**src/rtl/fetch_decode_ctrl.sv**
```systemverilog
// fetch_decode_ctrl: IF/ID hazard and sequencing controller.
// Each cycle it decides whether PC and IF/ID advance, hold or flush, and
// whether ID/EX receives a bubble. It covers load-use stalls (multi-cycle),
// instruction-memory wait states and taken-branch redirects from EX.
// Optional build macro HAZARD_PERF_CNT_EN adds saturating event counters.
//
// state     | meaning
// ----------+---------------------------------------------------------
// INIT      | first cycle out of reset, pipeline front end held at NOP
// RUN       | normal issue, hazards evaluated every cycle
// LU_STALL  | remaining cycles of a load-use stall, counter running
// IMEM_WAIT | fetch outstanding, ID drains while IF/ID holds NOP
module fetch_decode_ctrl #(
    parameter int          LOAD_LAT  = 1,
    parameter logic [31:0] NOP_INSTR = 32'h0000_0013
) (
    input  logic        clk_i,
    input  logic        reset_i,
    input  logic [4:0]  id_rs1_i,
    input  logic [4:0]  id_rs2_i,
    input  logic        id_use_rs1_i,
    input  logic        id_use_rs2_i,
    input  logic        ex_memread_i,
    input  logic [4:0]  ex_rd_i,
    input  logic        ex_branch_taken_i,
    input  logic        imem_ready_i,
    output logic        pc_we_o,
    output logic        pc_sel_o,
    output logic        fd_we_o,
    output logic        fd_flush_o,
    output logic        de_bubble_o,
    output logic        imem_abort_o,
`ifdef HAZARD_PERF_CNT_EN
    output logic [31:0] stall_cnt_o,
    output logic [31:0] flush_cnt_o,
    output logic [31:0] wait_cnt_o,
`endif
    output logic [1:0]  state_o
);

    // Reject parameter values the stall counter or the IF/ID flush path cannot honour.
    if (LOAD_LAT < 1 || LOAD_LAT > 7) begin : g_bad_load_lat
        $error("fetch_decode_ctrl: LOAD_LAT must be within 1..7");
    end
    if (NOP_INSTR[1:0] != 2'b11) begin : g_bad_nop
        $error("fetch_decode_ctrl: NOP_INSTR is not a 32-bit encoding");
    end

    typedef enum logic [1:0] {
        S_INIT      = 2'd0,
        S_RUN       = 2'd1,
        S_LU_STALL  = 2'd2,
        S_IMEM_WAIT = 2'd3
    } state_e;

    localparam logic [2:0] LU_RELOAD = 3'(LOAD_LAT - 1);

    state_e     state_q, state_d;
    logic [2:0] cnt_q, cnt_d;
    logic       lu_hz;
    logic       br;

    assign br    = ex_branch_taken_i;
    assign lu_hz = ex_memread_i && (ex_rd_i != 5'd0) &&
                   ((id_use_rs1_i && (id_rs1_i == ex_rd_i)) ||
                    (id_use_rs2_i && (id_rs2_i == ex_rd_i)));

    // Next state, stall counter and output decode (branch > load-use > imem wait).
    always_comb begin
        state_d      = state_q;
        cnt_d        = cnt_q;
        pc_we_o      = 1'b0;
        pc_sel_o     = 1'b0;
        fd_we_o      = 1'b0;
        fd_flush_o   = 1'b0;
        de_bubble_o  = 1'b0;
        imem_abort_o = 1'b0;
        case (state_q)
            S_INIT: begin
                fd_we_o     = 1'b1;
                fd_flush_o  = 1'b1;
                de_bubble_o = 1'b1;
                state_d     = S_RUN;
            end
            S_RUN: begin
                if (br) begin
                    pc_we_o     = 1'b1;
                    pc_sel_o    = 1'b1;
                    fd_we_o     = 1'b1;
                    fd_flush_o  = 1'b1;
                    de_bubble_o = 1'b1;
                end else if (lu_hz) begin
                    de_bubble_o = 1'b1;
                    if (LOAD_LAT > 1) begin
                        state_d = S_LU_STALL;
                        cnt_d   = LU_RELOAD;
                    end
                end else if (!imem_ready_i) begin
                    fd_we_o    = 1'b1;
                    fd_flush_o = 1'b1;
                    state_d    = S_IMEM_WAIT;
                end else begin
                    pc_we_o = 1'b1;
                    fd_we_o = 1'b1;
                end
            end
            S_LU_STALL: begin
                if (br) begin
                    pc_we_o     = 1'b1;
                    pc_sel_o    = 1'b1;
                    fd_we_o     = 1'b1;
                    fd_flush_o  = 1'b1;
                    de_bubble_o = 1'b1;
                    cnt_d       = 3'd0;
                    state_d     = S_RUN;
                end else begin
                    de_bubble_o = 1'b1;
                    cnt_d       = cnt_q - 3'd1;
                    if (cnt_q == 3'd1) begin
                        state_d = S_RUN;
                    end
                end
            end
            S_IMEM_WAIT: begin
                if (br) begin
                    pc_we_o      = 1'b1;
                    pc_sel_o     = 1'b1;
                    fd_we_o      = 1'b1;
                    fd_flush_o   = 1'b1;
                    de_bubble_o  = 1'b1;
                    imem_abort_o = 1'b1;
                    state_d      = S_RUN;
                end else if (imem_ready_i) begin
                    pc_we_o = 1'b1;
                    fd_we_o = 1'b1;
                    state_d = S_RUN;
                end else begin
                    fd_we_o    = 1'b1;
                    fd_flush_o = 1'b1;
                end
            end
            default: begin
                state_d = S_INIT;
                cnt_d   = 3'd0;
            end
        endcase
    end

    // State and stall counter registers.
    always_ff @(posedge clk_i or negedge reset_i) begin
        if (!reset_i) begin
            state_q <= S_INIT;
            cnt_q   <= 3'd0;
        end else begin
            state_q <= state_d;
            cnt_q   <= cnt_d;
        end
    end

    assign state_o = state_q;

`ifdef HAZARD_PERF_CNT_EN
    logic        stall_ev, flush_ev, wait_ev;
    logic [31:0] stall_cnt_q, flush_cnt_q, wait_cnt_q;

    assign stall_ev = !br && ((state_q == S_LU_STALL) || ((state_q == S_RUN) && lu_hz));
    assign flush_ev = br && (state_q != S_INIT);
    assign wait_ev  = (state_q == S_IMEM_WAIT);

    // Saturating event counters; they hold at all-ones instead of wrapping.
    always_ff @(posedge clk_i or negedge reset_i) begin
        if (!reset_i) begin
            stall_cnt_q <= 32'd0;
            flush_cnt_q <= 32'd0;
            wait_cnt_q  <= 32'd0;
        end else begin
            if (stall_ev && (stall_cnt_q != 32'hFFFF_FFFF)) stall_cnt_q <= stall_cnt_q + 32'd1;
            if (flush_ev && (flush_cnt_q != 32'hFFFF_FFFF)) flush_cnt_q <= flush_cnt_q + 32'd1;
            if (wait_ev  && (wait_cnt_q  != 32'hFFFF_FFFF)) wait_cnt_q  <= wait_cnt_q  + 32'd1;
        end
    end

    assign stall_cnt_o = stall_cnt_q;
    assign flush_cnt_o = flush_cnt_q;
    assign wait_cnt_o  = wait_cnt_q;
`endif

endmodule

```
**config.mk**
```make
export PLATFORM = sky130hd
export DESIGN_NAME = fetch_decode_ctrl
export DESIGN_NICKNAME = d
export VERILOG_FILES = /design/src/rtl/fetch_decode_ctrl.sv
export SDC_FILE = /design/constraint.sdc
export NUM_CORES = 1
export LEC_CHECK = 0
export ABC_AREA = 0
export BUFFER_PORTS_ARGS = -buffer_cell sky130_fd_sc_hd__buf_2
export CAP_MARGIN = 20
export CORE_MARGIN = 2
export CORE_UTILIZATION = 30
export DETAILED_ROUTE_END_ITERATION = 12
export PLACE_DENSITY_LB_ADDON = 0.05
export SYNTH_ARGS = -nofsm -noshare
export SYNTH_HDL_FRONTEND = slang
export SYNTH_SLANG_ARGS = --single-unit
export TNS_END_PERCENT = 5
```
**constraint.sdc**
```tcl
create_clock -name clk_i -period 2.1 [get_ports clk_i]
set_input_delay 0 -clock clk_i [delete_from_list [all_inputs] [get_ports clk_i]]
set_output_delay 0 -clock clk_i [all_outputs]
set_load 0.02 [all_outputs]
```
Word-level counts from Yosys, hierarchy flattened
Index checks and enable logic that the tools add are counted.

operators by class
  $add $sub $neg = 1
  equal/unequal tests = 11
  muxes and demuxes = 28
  reduce and logical (&&, ||, !) cells = 11

operators with widths
  cell                                              count
  2-to-1 mux 1 bit                                  15
  2-to-1 mux 2 bit                                  7
  == test 5 bit                                     2
  case mux 1 bit (3 select lines)                   3
  case mux 2 bit (4 select lines)                   1
  inequality test 2 bit, second input constant      3
  inequality test 3 bit, second input constant      2
  AND reduction 5 bit                               1
  nonzero test 5 bit                                1
  == test 2 bit, second input constant              2
  logical AND 1 bit                                 4
  case mux 1 bit (4 select lines)                   1
  OR reduction 2 bit                                2
  == test 3 x 1 -> 1 bit, second input constant     1
  2-to-1 mux 3 bit                                  1
  OR reduction 3 bit                                1
  subtractor 3 x 1 -> 3 bit, second input constant  1
  == test 2 x 1 -> 1 bit, second input constant     1
  zero test 2 bit                                   1
  logical OR 1 bit                                  1

word-level totals
  register bits after elaboration = 5
  output and inout bits = 8
  word-level logic and storage cells = 53

Longest topological paths before layout
Gate-level depths: netlist (run 1).

  depth in word-level cells = 7
  gate-level depth with buffers = 7

Least setup slack after synthesis (run 1)
No wires, ideal clock.

  path type = register to register
  start = reg state_q[0] (netlist: state_o[0])
  end = reg state_q[1] (netlist: state_o[1])
  setup time = 94 ps
  arrival = 1647 ps
  path slack = 359 ps
  stages on the path, launching flop included = 7
  buffers on the path = 1
  period minus slack after synthesis = 1741 ps
  cell sequence = dfrtp_1 > inv_1 > ha_1 > buf_6 > a2111oi_0 > nor2_1 > a211oi_1

between the ends
  longest elaborated chain between the ends = 3

ends and longest elaborated chain
  element                                                                                 RTL line  source
  start, declared                                                                         58        state_e state_q, state_d;
  start signal, assigned                                                                  155       state_q <= state_d;
  == test 2 bit / == test 2 x 1 -> 1 bit (equally long branches)                          78        case (state_q)
  inequality test 3 bit (no source line) / inequality test 2 bit (equally long branches)  n/a
  AND reduction 5 bit (no source line)                                                    n/a

Parallel ways exist; a longest one is shown, timed or not.
A chain may end at the register's enable or synchronous reset.

Worst setup path in the final report (run 1)
  start = reg state_q[0] (netlist: state_o[0])
  end = out de_bubble_o

between the ends
  longest elaborated chain between the ends = 3

ends and longest elaborated chain
  element                                                  RTL line  source
  == test 2 bit / zero test 2 bit (equally long branches)  78
  OR reduction 2 bit (no source line)                      n/a
  case mux 1 bit (3 select lines) *                        78
  end, declared                                            31        output logic de_bubble_o,

Mark *: on every way between the ends. The rest lies on a longest branch, timed or not.

==> results_dict.tcl, run 1 <==
set metrics [dict create \
    status "complete, no violations" \
    placed_cell_area_um2 754.5 \
    synth_warnings 0 \
    finalSetupTns_ps 0 \
    min_period_over_period 0.8798 \
    synth-seq-area-share 0.2114 \
    diodes 0 \
    critPathRequiredTime_ps 2100 \
    antenna_found_initial 0 \
    first_pass_iters 4 \
    core_region_area_um2 1902 \
    worstPathMaxFanout 10 \
    cts_made_buffers 3 \
    report.final.slew_viol_count 0 \
    yosysUniqueCellTypes 30 \
    die_x_um 48.42 \
    r2r-start "state_o[0]$_DFFE_PN0P_" \
    initial_core_util 0.3112 \
    cts_root_buf "clkbuf_4" \
    synth_top_cells_by_count "10 x xnor2_1, 8 x inv_1, 6 x ha_1" \
    regArea_um2 125.1 \
    post_cts_buffers 0 \
    dr_total_vias 618 \
    multi_input_area_um2 420.4 \
    maxCapViolCount 0 \
    hold_viol_final 0 \
    powerDensity_nw_per_um2 694.3 \
    io_pins 30 \
    synth_area_leaders "dfrtp_1 21%, xnor2_1 15%, ha_1 13%" \
    area_growth_pct 33.62 \
    synth_fp_nets 98 \
    rows 16 \
    layout-drive-gt1-share 0.3529 \
    clk_latency_ps 240 \
    fin_area_um2 790.8 \
    cts_resized 0 \
    hp-class "in2async" \
    die_area_um2 2344 \
    cts_sinks 5 \
    synthFlopType "dfrtp_1" \
    slew_headroom 0.5736 \
    synthCells 70 \
    via_per_inst 4.791 \
    clk_pin_slew_worst_paths_ps 50 \
    gp_congestion 0.7299 \
    finalSetupViolations 0 \
    reg2reg_depth 5 \
    synth_top_area_frac 0.2114 \
    rrSetupSlack_ps 260 \
    crit_path_end_kind "primary output" \
    nNetsFinal 131 \
    async_reset_ff_frac 1.000 \
    synth_edf_count 0 \
    max_freq_mhz 541.2 \
    final_antenna_net_count 0 \
    crit_type "reg2out" \
    yosys.area.top_type "dfrtp_1" \
    wl_mm 1.376 \
    leakage_nw 0.3676 \
    dp_hpwl_mm 1.106 \
    r2r_end "state_o[1]$_DFFE_PN0P_" \
    cts_tree "yes" \
    worst_slew_pin_slew_ps 623.5 \
    ir_drop_mv 0.2738 \
    fill_cells 212 \
    finalCriticalPeriod_ps 1848 \
    grt_pass1_vias 603 \
    cts_buffer_depth 2 \
    grt_pass1_wl_mm 2.359 \
    grt_max_degree 11 \
    synth_seq_cells 5 \
    postCtsHoldBufs 1 \
    wl_per_cell_um 10.67 \
    cts_htree_levels 1 \
    io_buffer_count 29 \
    gr-usage-all-layers 0.1239 \
    grt_setup_unrepaired "no" \
    syn_area_per_cell_um2 8.455 \
    drcViolationCount 0 \
    arrival_ps 1850 \
    drtIter0Drc 8 \
    die_height_um 48.42 \
    syn_area_um2 591.8 \
    grt.overflow.total 0 \
    finalClockSkew_ps 8.101 \
    synth.most_common_cell "xnor2_1" \
    cp-start-kind "register" \
]
cell usage in the layout, fill, tap and decap left out, types with 2 or more instances in the layout:
| cell type | synthesis | final |
|---|---|---|
| inv_1 | 8 | 8 |
| xnor2_1 | 10 | 10 |
| o22ai_1 | 3 | 3 |
| a211oi_1 | 2 | 2 |
| ha_1 | 6 | 6 |
| dfrtp_1 | 5 | 5 |
| clkbuf_4 | 0 | 3 |
| nand2_1 | 4 | 4 |
| buf_2 | 1 | 29 |
| nor2_1 | 5 | 5 |
| nand4_1 | 2 | 2 |
| nor3_1 | 3 | 3 |
| a21oi_1 | 3 | 3 |
flip-flops by register name (all words and copies together), names as in the netlist:
signal	count
cnt_q	3
state_o	2
worst max-delay path: stages (launching register included):
cell	delay, ps
dfrtp_1	430
inv_1	90
ha_1	320
nor4_1	370
nor2_1	70
a21o_1	180
buf_2	150
per-layer routing:
metal	GRT usage	up-vias	share of wire
li1	-	314	-
met1	0.1373	292	0.47
met2	0.2384	12	0.49
met3	0.009259	0	0.036
met4	0.05714	0	0
met5	0	-	0
worst max-delay path by stage:
stage | start | to | slack, ps | depth (start not counted)
finish | state_o[0]$_DFFE_PN0P_ | de_bubble_o | 250 | 6
global route | state_o[0]$_DFFE_PN0P_ | state_o[1]$_DFFE_PN0P_ | 50 | 5
CTS | state_o[0]$_DFFE_PN0P_ | de_bubble_o | 240 | 6
detailed placement | state_o[0]$_DFFE_PN0P_ | state_o[1]$_DFFE_PN0P_ | 280 | 5
global placement | state_o[0]$_DFFE_PN0P_ | state_o[1]$_DFFE_PN0P_ | 370 | 5
floorplan | state_o[0]$_DFFE_PN0P_ | state_o[1]$_DFFE_PN0P_ | 360 | 6
stage by stage:
| step | util | std cells | hold WS, ps | total power [W] | worst slack [ps] |
|---|---|---|---|---|---|
| final | 0.4158 | 129 | 99.49 | 0.0005490 | 252.4 |
| after global routing | 0.4158 | 129 | 124.4 | 0.0005925 | 54.00 |
| after CTS | 0.4158 | 129 | 95.92 | 0.0005554 | 240.9 |
| after detailed placement | 0.3967 | 124 | -176.2 | 0.0004359 | 283.1 |
| after global placement | 0.3967 | 124 | -169.2 | 0.0004407 | 372.8 |
| after floorplan | - | 70 | -295.6 | 0.0003369 | 359.4 |
cell families (layout without fill, tap and decap cells):
group	count (synthesis)	after routing	synth area share
simple gates	21	21	0.1924
flops	5	5	0.2114
mux	1	1	0.01691
fa+ha+maj	6	6	0.1268
xor+xnor	10	10	0.1480
buf+inv	10	42	0.07822
compound gates	17	17	0.2262
cell type report:
class                      instances  area share
multi-input combinational         55      0.5316
timing repair buffer              30      0.1962
sequential                         5      0.1582
tap                               27     0.04272
inverter                           8     0.03797
clock buffer                       4     0.03323
where the power goes:
group | internal [W] | total, W | switching [W]
registers | 0.000105 | 0.000120 | 0.0000149
clock network | 0.0000719 | 0.000112 | 0.0000398
logic | 0.000131 | 0.000317 | 0.000186
total | 0.000308 | 0.000549 | 0.000241
No activity file was read; power rests on OpenSTA's default activity.
==> inputs of run 2 (changes only) <==
- RECOVER_POWER: not set -> 50
- REMOVE_ABC_BUFFERS: not set -> 1
==> results_dict.tcl, run 2 (synthesized netlist as in run 1, its figures left out) <==
set metrics [dict create \
    drcViolationCount 0 \
    antenna_found_initial 0 \
    crit_chain "inv_1 > ha_1 > nor4_1 > nor2_1 > a21o_1 > buf_2" \
    cts_tree "yes" \
    p_sw_w 0.0002340 \
    grt_setup_unrepaired "no" \
    dr_total_vias 606 \
    cp-start-kind "register" \
    arrival_ps 1870 \
    pwr-share-comb 0.579 \
    gr-usage-all-layers 0.1213 \
    seqPwrFrac 0.218 \
    core_region_area_um2 1902 \
    largest_reg_flops 3 \
    via_per_inst 4.698 \
    maxCapViolCount 0 \
    cts_resized 0 \
    cts_buffer_depth 2 \
    cts_htree_levels 1 \
    cp.depth 6 \
    die_x_um 48.42 \
    nNetsFinal 131 \
    min_period_over_period 0.8926 \
    p_int_w 0.0003055 \
    fin_cells 129 \
    worstPathMaxFanout 10 \
    placed_cell_area_um2 754.5 \
    regMostFlops "cnt_q" \
    finalSetupViolations 0 \
    most-common-layout-cells "26 x buf_2, 10 x xnor2_1, 8 x inv_1" \
    cts_sinks 5 \
    finalSetupTns_ps 0 \
    clk_latency_ps 240 \
    worst_slack_ps 225.6 \
    post-place-ws_ps 307.5 \
    cp_num_buf_inv 2 \
    top_layer "met3" \
    cpPeakStageDelay_ps 440 \
    leakage_nw 0.3603 \
    dp_cells 124 \
    slew_headroom 0.6132 \
    fin_area_um2 787.0 \
    cts_made_buffers 3 \
    grt_pass1_vias 555 \
    crit_path_end_kind "primary output" \
    crit_type "reg2out" \
    wl_per_cell_um 10.16 \
    hp-class "in2async" \
    final_antenna_net_count 0 \
    grt.overflow.total 0 \
    clk_pin_slew_worst_paths_ps 50 \
    finalClockSkew_ps 6.169 \
    dp_hpwl_mm 1.123 \
    critPathRequiredTime_ps 2100 \
    layout_commonest_cell "buf_2" \
    hold_viol_final 0 \
    die_area_um2 2344 \
    initial_core_util 0.3112 \
    wirelength_met1_um 569 \
    utilization 0.4138 \
    crit_slowest_cell "dfrtp_1" \
    gp_congestion 0.6726 \
    dr_wl_met3_um 87 \
    layout-drive-gt1-share 0.3235 \
    wl_met2_um 654 \
    io_pins 30 \
    grt_pass1_wl_mm 2.256 \
    switching_share 0.4337 \
    fill_cells 200 \
    ir_drop_mv 0.2408 \
    area_growth_pct 32.98 \
    clkPwrFrac 0.203 \
    status "complete, no violations" \
    rows 16 \
    diodes 0 \
    first_pass_iters 2 \
    wl_mm 1.310 \
    drtIter0Drc 8 \
    grt_max_degree 11 \
    cts_root_buf "clkbuf_4" \
    io_buffer_count 29 \
    finalCriticalPeriod_ps 1874 \
    max_freq_mhz 533.5 \
    report.final.slew_viol_count 0 \
    die_height_um 48.42 \
    worst_slew_pin_slew_ps 565.6 \
    powerDensity_nw_per_um2 685.5 \
    cp_top_family "simple AND/OR/NAND/NOR gates" \
    reg2reg_depth 5 \
]
[run 2: cell count changes in the layout (fill, tap and decap cells not counted), sizes merged]
| cell | before | now |
|---|---|---|
| clkbuf | 4 | 7 |
| buf | 29 | 26 |
[run 2: worst reg2reg max path: cells and delay by family (launching register included)]
| family | cells | cell delay [ps] |
|---|---|---|
| and+or+nand+nor | 1 | 80 |
| DFF | 1 | 440 |
| AOI/OAI and AO/OA | 2 | 790 |
| adders and majority gates | 1 | 310 |
| buffers and inverters | 1 | 100 |
[run 2: repair_timing]
item | 4_1_cts | 5_1_grt
hold buffers | 1 | 0
setup buffers | 0 | 0
endpoints found under the hold margin | 5 | 0
[run 2: final timing paths]
kind	start	to	slack (ps)
max in group asynchronous	reset_i	cnt_q[0]$_DFFE_PN0P_	1770
setup reg to reg	state_o[0]$_DFFE_PN0P_	state_o[1]$_DFFE_PN0P_	300
hold reg to reg	cnt_q[0]$_DFFE_PN0P_	cnt_q[0]$_DFFE_PN0P_	580
min in group clk_i	ex_memread_i	state_o[1]$_DFFE_PN0P_	140
setup / recovery	state_o[0]$_DFFE_PN0P_	de_bubble_o	230
hold / removal	reset_i	cnt_q[1]$_DFFE_PN0P_	130
[run 2: power by group through the flow]
stage	Sequential, W	Combinational (W)	Clock [W]
6_report	0.000118	0.000312	0.000109
5_1_grt	0.000120	0.000345	0.000124
4_1_cts	0.000118	0.000316	0.000116
3_5_place_dp	0.000119	0.000314	0
3_3_place_gp	0.000119	0.000318	0
2_1_floorplan	0.000128	0.000207	0
[run 2: cell type report]
class / instances / area, um2 / area share
clock buffer: 4 / 26.28 / 0.03339
inverter: 8 / 30.03 / 0.03816
timing repair buffer: 30 / 151.4 / 0.1924
tap: 27 / 33.78 / 0.04293
multi-input combinational: 55 / 420.4 / 0.5342
sequential: 5 / 125.1 / 0.1590
[run 2: metrics by stage]
stage,hold slack (ps),total power [W]
2_1_floorplan,-295.6,0.0003346
3_3_place_gp,-181.6,0.0004366
3_5_place_dp,-184.6,0.0004329
4_1_cts,88.79,0.0005488
5_1_grt,154.7,0.0005895
6_report,126.2,0.0005395
[run 2: routing by layer]
| metal | track usage | vias up |
|---|---|---|
| met1 | 0.1354 | 263 |
| met3 | 0.01543 | 0 |
| met2 | 0.2199 | 25 |
| li1 | - | 318 |
| met4 | 0.07143 | 0 |
| met5 | 0 | - |
